**src/rtl/prog_load_ctrl.sv**
```systemverilog
// Boot loader sequencer: packs UART bytes big-endian into 32-bit words, writes them to
// instruction memory at consecutive addresses, and acknowledges the host when loading ends.
`timescale 1ns/1ps
module prog_load_ctrl #(
    parameter int unsigned INST_SIZE = 14,
    parameter logic [31:0] END_WORD  = 32'h0000003F,
    parameter logic [7:0]  ACK_OK    = 8'hAA,
    parameter logic [7:0]  ACK_OVF   = 8'hEE
) (
    input  logic                 clk,
    input  logic                 rstn,
    input  logic                 start,
    input  logic                 rx_valid,
    input  logic [7:0]           rx_data,
    input  logic                 tx_ready,
    output logic                 tx_valid,
    output logic [7:0]           tx_data,
    output logic                 we,
    output logic [INST_SIZE-1:0] waddr,
    output logic [31:0]          wdata,
    output logic                 busy,
    output logic                 done,
    output logic                 overflow,
    output logic [INST_SIZE:0]   word_count
);

    typedef enum logic [2:0] {IDLE, RECV, WRITE, ACK, DONE} state_t;

    state_t                 state, state_nxt;
    logic [1:0]             rst_sync;
    logic                   rst_int_n;
    logic [INST_SIZE-1:0]   addr;
    logic [1:0]             byte_cnt;
    logic [31:0]            shreg;
    logic [7:0]             ack_byte;
    logic                   shift_en;
    logic                   clear;
    logic                   is_end;
    logic                   at_top;

    // Reset asserts asynchronously but releases on a clock edge.
    always_ff @(posedge clk or negedge rstn) begin
        if (!rstn) rst_sync <= '0;
        else       rst_sync <= {rst_sync[0], 1'b1};
    end
    assign rst_int_n = rst_sync[1];

    assign is_end = (shreg == END_WORD);
    assign at_top = &addr;

    always_comb begin
        state_nxt = state;
        shift_en  = 1'b0;
        clear     = 1'b0;
        case (state)
            IDLE, DONE: begin
                if (start) begin
                    state_nxt = RECV;
                    clear     = 1'b1;
                end
            end
            RECV: begin
                if (rx_valid) begin
                    shift_en = 1'b1;
                    if (byte_cnt == 2'd3) state_nxt = WRITE;
                end
            end
            WRITE: begin
                // The shift register still holds the word here; a byte arriving now starts the next word.
                if (is_end || at_top) begin
                    state_nxt = ACK;
                end else begin
                    state_nxt = RECV;
                    shift_en  = rx_valid;
                end
            end
            ACK: begin
                if (tx_ready) state_nxt = DONE;
            end
            default: state_nxt = IDLE;
        endcase
    end

    always_ff @(posedge clk or negedge rst_int_n) begin
        if (!rst_int_n) begin
            state      <= IDLE;
            addr       <= '0;
            byte_cnt   <= '0;
            shreg      <= '0;
            ack_byte   <= '0;
            overflow   <= 1'b0;
            word_count <= '0;
        end else begin
            state <= state_nxt;
            if (clear) begin
                addr       <= '0;
                byte_cnt   <= '0;
                shreg      <= '0;
                overflow   <= 1'b0;
                word_count <= '0;
            end
            if (shift_en) begin
                shreg    <= {shreg[23:0], rx_data};
                byte_cnt <= byte_cnt + 2'd1;
            end
            if (state == WRITE) begin
                word_count <= word_count + (INST_SIZE+1)'(1);
                if (is_end) begin
                    ack_byte <= ACK_OK;
                end else if (at_top) begin
                    overflow <= 1'b1;
                    ack_byte <= ACK_OVF;
                end else begin
                    addr <= addr + INST_SIZE'(1);
                end
            end
        end
    end

    assign we       = (state == WRITE);
    assign waddr    = addr;
    assign wdata    = shreg;
    assign tx_valid = (state == ACK);
    assign tx_data  = ack_byte;
    assign busy     = (state == RECV) || (state == WRITE) || (state == ACK);
    assign done     = (state == DONE);

endmodule
```
**config.mk**
```make
export PLATFORM = sky130hd
export DESIGN_NAME = prog_load_ctrl
export DESIGN_NICKNAME = d
export VERILOG_FILES = /design/src/rtl/prog_load_ctrl.sv
export SDC_FILE = /design/constraint.sdc
export NUM_CORES = 1
export LEC_CHECK = 0
export CORE_AREA = 2 2 100 73
export CTS_CLUSTER_SIZE = 40
export DETAILED_ROUTE_END_ITERATION = 10
export DIE_AREA = 0 0 102 75
export PLACE_DENSITY = 0.94
export SYNTH_ARGS = -nofsm -noshare
export SYNTH_HDL_FRONTEND = slang
export SYNTH_SLANG_ARGS = --single-unit
```
**constraint.sdc**
```tcl
create_clock -name clk -period 3.5 [get_ports clk]
set_input_delay 0.7 -clock clk [delete_from_list [all_inputs] [get_ports clk]]
set_output_delay 0.7 -clock clk [all_outputs]
set_load 0.01 [all_outputs]
```
* Yosys cells after proc, flatten, opt, wreduce, memory -nomap -nowiden *
Index checks and enable logic that the tools add are counted.

word-level totals
  flip-flop bits (word level) = 77
  output and inout bits = 74
  word-level logic and storage cells = 59
  input port bits = 13

operators by class
  equality and inequality tests = 10
  $add $sub $neg = 3
  multiplexer cells = 27
  reductions and logical operators = 11

operators with widths
  kind                   number
  $mux 32                2
  $mux 14                4
  $eq 32x6->1 const B    1
  $mux 15                2
  $mux 8                 2
  $add 15x1->15 const B  1
  $add 14x1->14 const B  1
  $reduce_and 14->1      1
  $mux 3                 4
  $pmux 3 s4             1
  $mux 1                 8
  $ne 2x2->1 const B     4
  $eq 3x2->1 const B     2
  $mux 2                 3
  $reduce_bool 2->1      3
  $reduce_and 4->1       1
  $eq 3x1->1 const B     1
  $eq 3x3->1 const B     1
  $logic_not 3->1        1
  $logic_or 1x1->1       3
  $add 2x1->2 const B    1
  $eq 2x2->1 const B     1
  $pmux 1 s2             1
  $reduce_and 2->1       1
  $reduce_or 2->1        1

* Longest topological paths before layout *
  depth after elaboration = 7
  depth in mapped cells = 7
  gate-level depth less buffers = 6

* Least setup slack after synthesis *
No wires, ideal clock.

  path kind = register -> register
  start point = reg shreg[28], in the netlist wdata[28]
  end point = reg addr[8], in the netlist waddr[8]
  data required time = 3.374 ns
  stages on the path, launching flop included = 6
  setup slack = 1.695 ns
  arrival time = 1.679 ns
  clock period less this slack = 1.805 ns
  library setup time = 0.126 ns
  buffers on the path = 0
  cells stage by stage = dfrtp_1 -> nor4b_1 -> nand4_1 -> o21ai_4 -> nor2_1 -> a311o_1

on the way
  cells in the longest elaborated chain, start to end = 3

ends and longest elaborated chain
  element                   RTL line  RTL
  start: declaration        34        logic [31:0] shreg;
  start signal: assignment  103       shreg <= {shreg[23:0], rx_data};
  $eq 32x6->1               48        assign is_end = (shreg == END_WORD);
  $mux 14                   108       if (is_end) begin
  $mux 14                   106       if (state == WRITE) begin
  end signal: assignment    114       addr <= addr + INST_SIZE'(1);
  end: declaration          32        logic [INST_SIZE-1:0] addr;

No other way between the ends.
A chain may end at the register's enable or synchronous reset.

* Worst setup path in the final report *
  start point = reg state[2]
  end point = out we

on the way
  cells in the longest elaborated chain, start to end = 1

ends and longest elaborated chain
  element                   RTL line  RTL
  start: declaration        29        state_t state, state_nxt;
  start signal: assignment  94        state <= state_nxt;
  $eq 3x2->1                120       assign we = (state == WRITE);
  end: declaration          18        output logic we,

No other way between the ends.

==> qor.csv <==
metric,value,unit
cts_inserted_buffers,9,
root_buffer,clkbuf_8,
multi_input_area,1510,µm²
pre_cts_ws,0.768,ns
dr.first_iter.drc_count,228,
timing.rr.end,wdata[16]$_DFFE_PN0P_,
r2r-start,state[2]$_DFFE_PN0P_,
dp_cells,494,
n_antenna_cell,0,
synthFlopType,dfrtp_1,
fillers,516,
maxCapViolCount,0,
ys.warnings.count,0,
coreArea,6630,µm²
yosys.cell_types.count,53,
slowest_stage,clkdlybuf4s50_1,
synth_commonest_cells,"dfrtp_1 (71), nand3_1 (49), o2bb2ai_1 (33)",
tightestPinTransition,1.19,ns
slew_violations,0,
gp_congestion,0.871,
initial_core_util,52.2,%
clock_sinks,71,
yosys-top-cells-area,"dfrtp_1 (51%), o2bb2ai_1 (8.3%), nand3_1 (7.1%), nand2_1 (2.9%), mux2i_1 (2.9%)",
crit_fanout,14,
ios,87,
power_density,694,nW/µm²
clock-skew-final,0.0106,ns
synth.most_common_cell,dfrtp_1,
fin_cells,510,
synth_top_family_by_area,simple AND/OR/NAND/NOR gates,
total_power,3.13,mW
cp-end-kind,primary output,
hold_slack,0.355,ns
ir_drop,0.000375,V
required,2.80,ns
critPathKind,flop to primary output,
syn_inst,336,
ctsResizeCount,0,
cp.arrival,2.33,ns
cp-endpoint,we,
nets,427,
io_buffers,84,
grtUsageTotal,25.2,%
vias,3101,
wl,9180,µm
r2r.worst_path.cells,6,
grt_pass1_vias,2968,
cts_max_level,3,
post_cts_buffers,0,
status,"complete, no violations",
syn_area,3460,µm²
muxShareOfSynthArea,2.89,%
gr-total-overflow,0,
period_share,86.7,%
synth_fa_ha_area_share,1.08,%
fin_ws,0.466,ns
crit_buf_inv,2,
dieWidth,102,µm
rsz0062_at_grt,no,
clk_pin_slew,0.07,ns
setup.worst_path.start_class,flop,
first_pass_iters,7,
period_minus_slack,3.03,ns
fmax,0.330,GHz
syn_area_per_cell,10.3,µm²
regArea,1780,µm²
dieArea,7650,µm²
grt_pass1_wl,14700,µm
fin_setup_tns,0,ns
worstSetupStartpoint,state[2]$_DFFE_PN0P_,
finalInstanceArea,4520,µm²
p_leak,1.86,nW
final_layout_size_suffix_gt1_share,7.21,%
hold_viol,0,
cp_cell_sequence,nor2_1 > nand2_1 > clkinv_1 > clkdlybuf4s50_1,
die_y,75,µm
grt_max_degree,45,
hp-class,flop to flop,
clkLatencyLatePin,0.35,ns
yosysSeqAreaShare,51.3,%
rows,25,
drcViolationCount,0,
path_delay_family,buffers and inverters,
cts_tree,done,
antenna_found_initial,0,
cts_hold_buf,0,
synth_top_cell_by_area,dfrtp_1,
ant_nets,0,
slew_headroom,20.5,%
reg2reg_slack,0.66,ns
synth_simple_gate_area_share,21.2,%
avgRoutedWirePerCell,18.0,µm
hpwl,6140,µm
yosysTopAreaCellShare,51.3,%
synthXorXnorAreaFrac,0.253,%
ys_ff_latch,71,
final_util,68.1,%
clockBufferDepth,2,
syn_to_final_growth,30.4,%
async_reset_ff_share,100,%
placed_area,4320,µm²
synth-compound-area-share,17.7,%
crit_cells,4,
vias_per_cell,6.08,
setup_viol_count_final,0,
synth_edf_count,0,
cpPeakStageDelay,0.61,ns
==> registers in the layout, indices dropped and copies added (netlist names) <==
signal	cells
wdata	32
waddr	14
word_count	15
rst_sync	2
byte_cnt	2
tx_data	2
state	3
overflow	1
==> metal layers <==
layer,track usage [%],part of all wire (%),routed length [µm],vias up
met5,0,0,0,-
met4,8.59,1.4,129,0
met3,6.50,7.0,646,18
met2,39.8,48,4410,138
met1,34.6,43,3990,1524
li1,-,-,-,1421
==> cells in the final DEF (no fill, tap or decap), types with 3 or more instances in the layout <==
| master | n |
|---|---|
| clkdlybuf4s50_1 | 84 |
| dfrtp_1 | 70 |
| nand3_1 | 49 |
| o2bb2ai_1 | 33 |
| nand2_1 | 27 |
| o21ai_0 | 20 |
| nor2_1 | 16 |
| nand4_1 | 10 |
| mux2i_1 | 10 |
| clkbuf_8 | 10 |
| nor4_1 | 8 |
| inv_1 | 6 |
| a21oi_1 | 5 |
| nor3_1 | 4 |
| a31oi_1 | 4 |
| o31ai_1 | 4 |
| ha_1 | 3 |
| conb_1 | 3 |
| buf_4 | 3 |
==> worst reg2reg max path, cell delays in order, from the launching register on <==
cell and delay (ns):
dfrtp_1 0.44, nor2_1 0.13, nand2_1 0.30, clkinv_1 0.37, o21ai_4 0.25, nor3_4 1.00
o2bb2ai_1 0.20
==> cells by family (layout without fill, tap and decap cells) <==
logic type,after synthesis,after routing
buffers and inverters,32,111
XOR/XNOR,1,1
AND/OR/NAND/NOR,137,137
adder cells (fa/ha/maj),3,3
AO/OA/AOI/OAI,80,80
multiplexers,10,10
flip-flops,71,71
other,2,3
==> power breakdown <==
part / leakage, nW / total [mW] / internal [mW] / switching, mW
combinational: 0.803 / 1.21 / 0.585 / 0.623
clock: 0.103 / 0.654 / 0.349 / 0.306
sequential: 0.955 / 1.27 / 1.02 / 0.252
total: 1.86 / 3.13 / 1.95 / 1.18
==> worst min path at each step <==
stage,from,endpoint,slack [ns],cells past startpoint
CTS,rst_sync[0]$_DFF_PN0_,rst_sync[1]$_DFF_PN0_,0.36,0
detailed placement,rst_sync[0]$_DFF_PN0_,rst_sync[1]$_DFF_PN0_,0.34,0
global route,rst_sync[0]$_DFF_PN0_,rst_sync[1]$_DFF_PN0_,0.37,0
finish,rst_sync[0]$_DFF_PN0_,rst_sync[1]$_DFF_PN0_,0.36,0
floorplan,rst_sync[0]$_DFF_PN0_,rst_sync[1]$_DFF_PN0_,0.33,0
global placement,rst_sync[0]$_DFF_PN0_,rst_sync[1]$_DFF_PN0_,0.34,0
==> cell type report <==
cell class	count	area share (%)
Inverter	7	0.582
Tap cell	94	2.60
Timing Repair Buffer	88	19.6
Multi-Input combinational cell	234	33.5
Sequential cell	71	39.4
Clock inverter	5	1.27
Clock buffer	11	3.13
Power figures use the tool's default switching activity.
